<file path="src/rtl/msk_aes_word_loader.sv">
// Input stage of the masked AES core: collects eight masked 32-bit words (4 key words,
// then 4 plaintext words) and hands both 128-bit sharings to the core in one transfer.
module msk_aes_word_loader #(
    parameter int d = 2
) (
    input  logic              clk,
    input  logic              rst,
    input  logic              data_in_valid,
    output logic              data_in_ready,
    input  logic [32*d-1:0]   sh_data_in,
    output logic              valid_out,
    input  logic              core_in_ready,
    output logic [128*d-1:0]  sh_key,
    output logic [128*d-1:0]  sh_plaintext
);

    typedef enum logic {
        LOAD = 1'b0,
        FULL = 1'b1
    } state_e;

    state_e             state_q, state_d;
    logic [2:0]         cnt_q, cnt_d;
    logic [128*d-1:0]   key_q, key_d;
    logic [128*d-1:0]   pt_q, pt_d;

    always_ff @(posedge clk) begin
        if (rst) begin
            state_q <= LOAD;
            cnt_q   <= 3'd0;
            key_q   <= '0;
            pt_q    <= '0;
        end else begin
            state_q <= state_d;
            cnt_q   <= cnt_d;
            key_q   <= key_d;
            pt_q    <= pt_d;
        end
    end

    always_comb begin
        state_d = state_q;
        cnt_d   = cnt_q;
        key_d   = key_q;
        pt_d    = pt_q;
        case (state_q)
            LOAD: begin
                if (data_in_valid) begin
                    // cnt[2] selects key vs plaintext, cnt[1:0] the word slot
                    for (int w = 0; w < 4; w++) begin
                        if (cnt_q[1:0] == 2'(w)) begin
                            if (!cnt_q[2]) key_d[w*32*d +: 32*d] = sh_data_in;
                            else           pt_d[w*32*d +: 32*d]  = sh_data_in;
                        end
                    end
                    cnt_d = cnt_q + 3'd1;
                    if (cnt_q == 3'd7) state_d = FULL;
                end
            end
            FULL: begin
                if (core_in_ready) begin
                    key_d   = '0;
                    pt_d    = '0;
                    state_d = LOAD;
                end
            end
            default: state_d = LOAD;
        endcase
    end

    assign valid_out     = (state_q == FULL);
    assign data_in_ready = (state_q == LOAD);

    // Per-share AND gating; shares are never combined with each other.
    assign sh_key       = key_q & {(128*d){valid_out}};
    assign sh_plaintext = pt_q  & {(128*d){valid_out}};

endmodule

</file>
<file path="config.mk">
export PLATFORM = sky130hd
export DESIGN_NAME = msk_aes_word_loader
export DESIGN_NICKNAME = d
export VERILOG_FILES = /design/src/rtl/msk_aes_word_loader.sv
export SDC_FILE = /design/constraint.sdc
export NUM_CORES = 1
export LEC_CHECK = 0
export ABC_AREA = 1
export BUFFER_PORTS_ARGS = -buffer_cell sky130_fd_sc_hd__buf_2
export CAP_MARGIN = 10
export CORE_MARGIN = 2
export CORE_UTILIZATION = 39
export CTS_CLUSTER_DIAMETER = 60
export CTS_CLUSTER_SIZE = 40
export DETAILED_ROUTE_END_ITERATION = 6
export HOLD_SLACK_MARGIN = 0.06
export PLACE_DENSITY = 0.67
export SYNTH_ARGS = -nofsm -noshare
export SYNTH_HDL_FRONTEND = slang
export SYNTH_SLANG_ARGS = --single-unit
</file>
<file path="constraint.sdc">
create_clock -name clk -period 1.8 [get_ports clk]
set_input_delay 0.27 -clock clk [delete_from_list [all_inputs] [get_ports clk]]
set_output_delay 0.27 -clock clk [all_outputs]
set_load 0.005 [all_outputs]
</file>
==> reports/qor.yml, run 1 <==
internal-power_mw: 17.77
reg2reg_to: "pt_q[117]$_SDFFE_PP0P_"
p_per_area_mw_per_mm2: 752.0
max_freq_mhz: 490.5
yosysUniqueCellTypes: 20
reg2reg_slack_ns: 0.03
antenna_found_initial: 6
synthCells: 4387
cts_inserted_buffers: 43
grt_usage: 0.2560
gp_congestion: 0.8652
criticalPathCategory: "reg2out"
clockBufferDepth: 3
violations: "negative setup slack"
io_buffers: 581
p_leak_nw: 22.07
die_w_um: 260.1
die_h_um: 260.1
holdCritStartpoint: "sh_data_in[43]"
fin_crit_sh: 1.133
place_hpwl_um: 61430
hp-class: "in2reg"
initial_core_util: 0.3954
cts.sinks: 516
whs_path_depth: 5
grt_pass1_wl_um: 135200
clock_skew_ns: 0.01835
cp-end-kind: "output port"
dr.first_iter.drc_count: 2435
tightestPinTransition_ns: 0.5603
min_period_ns: 2.039
layout.nets: 5009
root_buffer: "clkbuf_16"
p_sw_mw: 7.453
grt_overflow: 0
finalHoldWorstSlack_ns: 0.09820
rsz0062_at_grt: "true"
crit_path_max_incr_delay_ns: 0.40
final_common_cell: "nand2_1"
setup_viol: 514
num_vias: 26920
arrival_ns: 1.77
syn_area_mm2: 0.02558
syn_to_final_growth_pct: 31.15
drv_cap: 0
grt_max_degree: 124
syn_area_per_cell_um2: 5.830
layout_common_cells: "nand2_1 (1342), nor2_1 (886), inv_1 (846)"
reg2reg_depth: 8
layout-drive-gt1-share: 0.2117
h-tree-depth: 2
design_power_total_mw: 25.23
pwr-share-clk: 0.408
report.final.slew_viol_count: 0
cp.required_ns: 1.53
firstDrtPassIters: 6
crit_top_cell: "clkbuf_16"
slew_headroom: 0.6265
crit_chain: "buf_12 -> clkbuf_16 -> clkbuf_16 -> nand2_2 -> inv_1 -> buf_2"
rows: 93
grt_pass1_vias: 23610
clkTransAtPathRegs_ns: 0.09
startpoint_type: "flop"
hold_violations: 0
hold_end: "pt_q[171]$_SDFFE_PP0P_"
via_per_inst: 4.621
critical_path.slowest_cell: "dfxtp_4"
p_comb_frac: 0.107
clock_latency_ns: 0.59
critPathMaxFanout: 7
io-pin-count: 582
synth_seq_cells: 516
antenna_left: 0
dieArea_mm2: 0.06765
r2r-start: "valid_out$_SDFF_PP0_"
core_mm2: 0.06470
pwr-share-seq: 0.485
p_sw_frac: 0.2954
drt_wl_total_um: 93140
synth_seq_area_share: 0.4039
routedWlPerCell_um: 15.99
cts_tree: "built"
setup_ws_ns: -0.2389
ys_warn_count: 0
vdd_drop_max_v: 0.0005466
outcome: "finished with violations"
drc: 0
syn_nets: 4460
power by group through the flow:
stage	Combinational [mW]	Sequential, mW	Clock [mW]
2_1_floorplan	1.74	12.4	0
3_3_place_gp	2.54	12.4	0
3_5_place_dp	2.58	12.5	0
4_1_cts	2.65	12.2	10.5
5_1_grt	3.01	12.3	10.9
6_report	2.70	12.2	10.3
registers in the layout, summed over array words and instances, names as in the netlist:
name	flops
key_q	256
pt_q	256
cnt_q	3
valid_out	1
area by class of cell:
class	count	area [um2]
Sequential cell	516	10330
Clock buffer	46	1130
Multi-Input combinational cell	2668	10940
Fill cell	6531	31150
Timing Repair Buffer	762	6111
Clock inverter	33	381.6
Inverter	945	3577
Antenna cell	1	2.502
Tap cell	855	1070
worst max path at each step:
stage | start | endpoint | slack, ns
floorplan | valid_out$_SDFF_PP0_ | sh_key[230] | 0.31
finish | valid_out$_SDFF_PP0_ | sh_plaintext[112] | -0.24
global placement | valid_out$_SDFF_PP0_ | pt_q[207]$_SDFFE_PP0P_ | 0.16
CTS | valid_out$_SDFF_PP0_ | sh_key[180] | -0.29
global route | valid_out$_SDFF_PP0_ | sh_plaintext[112] | -0.30
detailed placement | valid_out$_SDFF_PP0_ | pt_q[217]$_SDFFE_PP0P_ | 0.11
worst max-delay path, delay by kind of cell (launching register included):
kind                   cells  cell delay (ns)
buffers and inverters      5             0.70
DFF                        1             0.40
and+or+nand+nor            1             0.07
layer usage:
metal  vias up  GRT usage  share of wire
met2      1121     0.4195           0.47
met5         -          0        0.00073
li1      13500          -              -
met3       187    0.03684          0.073
met1     12100     0.3365           0.42
met4        10     0.1078          0.038
metrics by stage:
step                      std cells  TNS, ns  area [um2]  setup WS, ns    util
after global placement         5660        0       29720        0.1574  0.4593
after floorplan                4387        0       25580        0.3075       -
after CTS                      5794  -111.50       32360       -0.2922  0.5002
after global routing           5826  -119.52       33540       -0.3012  0.5185
after detailed placement       5660        0       29720        0.1130  0.4593
final                          5826   -81.60       33540       -0.2389  0.5185
cells by family after synthesis:
family	count (synthesis)	synth area share
compound gates	153	0.02994
fa+ha+maj	5	0.002446
buf+inv	1203	0.1862
flops	516	0.4039
simple gates	2510	0.3776
repair_timing:
item                       4_1_cts  5_1_grt
cloned                          17       28
setup endpoints to repair      514      576
hold buffers                    23        0
pin swaps                        1       15
buffers inserted                15        6
hold endpoints to repair        26        0
resized for setup              119      203
synthesized netlist by cell type:
library cell	instances	area, um2
buf_4	13	97.59
buf_1	17	63.81
nand2_2	9	56.30
buf_6	2	22.52
inv_4	1	6.260
o21ai_0	3	15.01
inv_2	1	3.750
inv_1	943	3540
nand2_4	2	22.52
nor2_4	1	11.26
nor2_2	2	12.51
nand3_1	147	735.7
buf_2	144	720.7
a21oi_1	150	750.7
ha_1	5	62.56
nand2_1	1460	5480
dfxtp_1	516	10330
nor2_1	888	3333
clkbuf_1	82	307.8
or2_2	1	6.260
Power figures use the tool's default switching activity.
==> run 2, diff against run 1 <==
--- a/config.mk
+++ b/config.mk
@@ -10,4 +10,6 @@
 export CAP_MARGIN = 10
+export CELL_PAD_IN_SITES_DETAIL_PLACEMENT = 0
+export CELL_PAD_IN_SITES_GLOBAL_PLACEMENT = 1
 export CORE_MARGIN = 2
-export CORE_UTILIZATION = 39
+export CORE_UTILIZATION = 37
 export CTS_CLUSTER_DIAMETER = 60
@@ -16,3 +18,3 @@
 export HOLD_SLACK_MARGIN = 0.06
-export PLACE_DENSITY = 0.67
+export PLACE_DENSITY = 0.87
 export SYNTH_ARGS = -nofsm -noshare
==> constraint.sdc (replaced) <==
create_clock -name clk -period 1.8 [get_ports clk]
set_input_delay 0.18 -clock clk [delete_from_list [all_inputs] [get_ports clk]]
set_output_delay 0.18 -clock clk [all_outputs]
set_load 0.005 [all_outputs]
==> run 2 against run 1 <==
Via count is 0.90% higher. Critical endpoint is now pt_q[96]$_SDFFE_PP0P_. Critical path depth is 5 higher. Power up 5.1%. Hold slack got worse by 0.026 ns. The run still ends with negative setup slack left. Largest cell class unchanged. Utilization rose by 0.088 points. Combinational power grew 9.3%. Clock power rose by 9.7%. Non-clock buffer count rose by 64.
==> reports/qor.yml, run 2 (synthesis results as in run 1) <==
grt_pass1_vias: 23300
finalSetupTns_ns: -51.75
cts_inserted_buffers: 47
hold_violations: 0
p_leak_nw: 23.16
clock_latency_ns: 0.62
pwr-share-seq: 0.462
report.final.slew_viol_count: 0
grt_pass1_wl_um: 135700
internal-power_mw: 18.84
drc: 0
via_per_inst: 4.582
dp_slack_ns: 0.06224
arrival_ns: 2.50
p_sw_mw: 7.675
p_per_area_mw_per_mm2: 745.7
rows: 96
cts_tree: "built"
h-tree-depth: 2
cp-end-kind: "flop"
initial_core_util: 0.3736
fin_area_mm2: 0.03556
dieArea_mm2: 0.07125
syn_to_final_growth_pct: 39.02
antenna_found_initial: 2
cts.sinks: 516
grt_use_met3: 0.03570
num_vias: 27170
setup_ws_ns: -0.1633
outcome: "finished with violations"
firstDrtPassIters: 5
final_common_cell: "nand2_1"
grt_overflow: 0
io-pin-count: 582
max_freq_mhz: 509.3
grt.busiest_layer: "met2"
tightestPinTransition_ns: 0.6253
drv_cap: 0
clock_skew_ns: 0.03587
antenna_left: 0
place_hpwl_um: 60410
routedWlPerCell_um: 17.33
antenna_cells: 0
clockBufferDepth: 3
grt_usage: 0.2437
dr.first_iter.drc_count: 2671
criticalPathCategory: "reg2reg"
vdd_drop_max_v: 0.0006158
critPathMaxFanout: 8
layout_common_cells: "nand2_1 (1338), nor2_1 (853), inv_1 (846)"
rsz0062_at_grt: "true"
die_w_um: 266.9
final_util: 0.5194
r2r-start: "valid_out$_SDFF_PP0_"
clkTransAtPathRegs_ns: 0.08
top_regs: "key_q: 256 flops, pt_q: 256 flops, cnt_q: 3 flops"
place_area_mm2: 0.02965
gp_congestion: 0.8376
core_mm2: 0.06847
pwr-share-clk: 0.427
hp-class: "in2reg"
violations: "negative setup slack"
slew_headroom: 0.5816
grt_util_met2: 0.3952
worstSetupStartpoint: "valid_out$_SDFF_PP0_"
holdCritStartpoint: "sh_data_in[52]"
root_buffer: "clkbuf_16"
layout-drive-gt1-share: 0.2273
min_period_ns: 1.963
layout.nets: 5081
cp.required_ns: 2.34
dpl.cell_count: 5684
fillCellCount: 6959
io_buffers: 581
grt_max_degree: 82
die_h_um: 266.9
startpoint_type: "flop"
p_sw_frac: 0.2894
use_met1: 0.3320
p_comb_frac: 0.111
fin_crit_sh: 1.091
setup_viol: 729
final_cells: 5929
drt_wl_total_um: 102800
-- run 2: power groups by stage --
stage / Combinational [mW] / Sequential [mW] / Clock (mW)
after floorplan: 1.74 / 12.4 / 0
after global placement: 2.53 / 12.5 / 0
after detailed placement: 2.55 / 12.5 / 0
after CTS: 2.66 / 12.2 / 11.5
after global routing: 3.28 / 12.3 / 11.9
final: 2.95 / 12.2 / 11.3
-- run 2: area by class of cell --
cell class | instances | area (um2) | area share
Multi-Input combinational cell | 2672 | 11540 | 0.3246
Inverter | 945 | 3647 | 0.1026
Tap cell | 882 | 1104 | 0.03103
Clock buffer | 52 | 1246 | 0.03505
Clock inverter | 36 | 470.5 | 0.01323
Sequential cell | 516 | 10330 | 0.2906
Timing Repair Buffer | 826 | 7217 | 0.2030
-- run 2: repair_timing --
action / in CTS / in global routing
pin swaps: 1 / 90
endpoints found under the hold margin: 92 / 3
setup buffers: 12 / 25
setup endpoints to repair: 508 / 920
cloned: 12 / 63
gates resized for setup: 69 / 457
hold buffers: 45 / 2
-- run 2: path summary, 6_finish.rpt --
kind | to | slack (ns) | cells after the start
max | pt_q[96]$_SDFFE_PP0P_ | -0.16 | 11
min reg2reg | pt_q[43]$_SDFFE_PP0P_ | 0.48 | 2
max reg2reg | pt_q[96]$_SDFFE_PP0P_ | -0.16 | 11
min | key_q[180]$_SDFFE_PP0P_ | 0.07 | 6
-- run 2: metal layers --
layer  part of all wire  wire [um]
met3              0.066       6811
met2               0.46      47420
met4              0.030       3040
met5            0.00013         13
met1               0.44      45470
-- run 2: critical path: stages (launching register included) --
cell and delay (ns):
dfxtp_4 0.44, buf_12 0.21, buf_12 0.16, nor2_4 0.06
buf_6 0.13, nor2_4 0.20, buf_12 0.16, nand2_8 0.11
clkbuf_16 0.21, nand2_4 0.07, nand2_2 0.04, nor2_1 0.11
-- run 2: through the flow --
stage | hold slack (ns) | total power, mW
4_1_cts | 0.06239 | 26.35
3_5_place_dp | 0.4666 | 15.02
6_report | 0.07260 | 26.52
2_1_floorplan | 0.2491 | 14.12
5_1_grt | 0.07447 | 27.47
3_3_place_gp | 0.4595 | 14.99
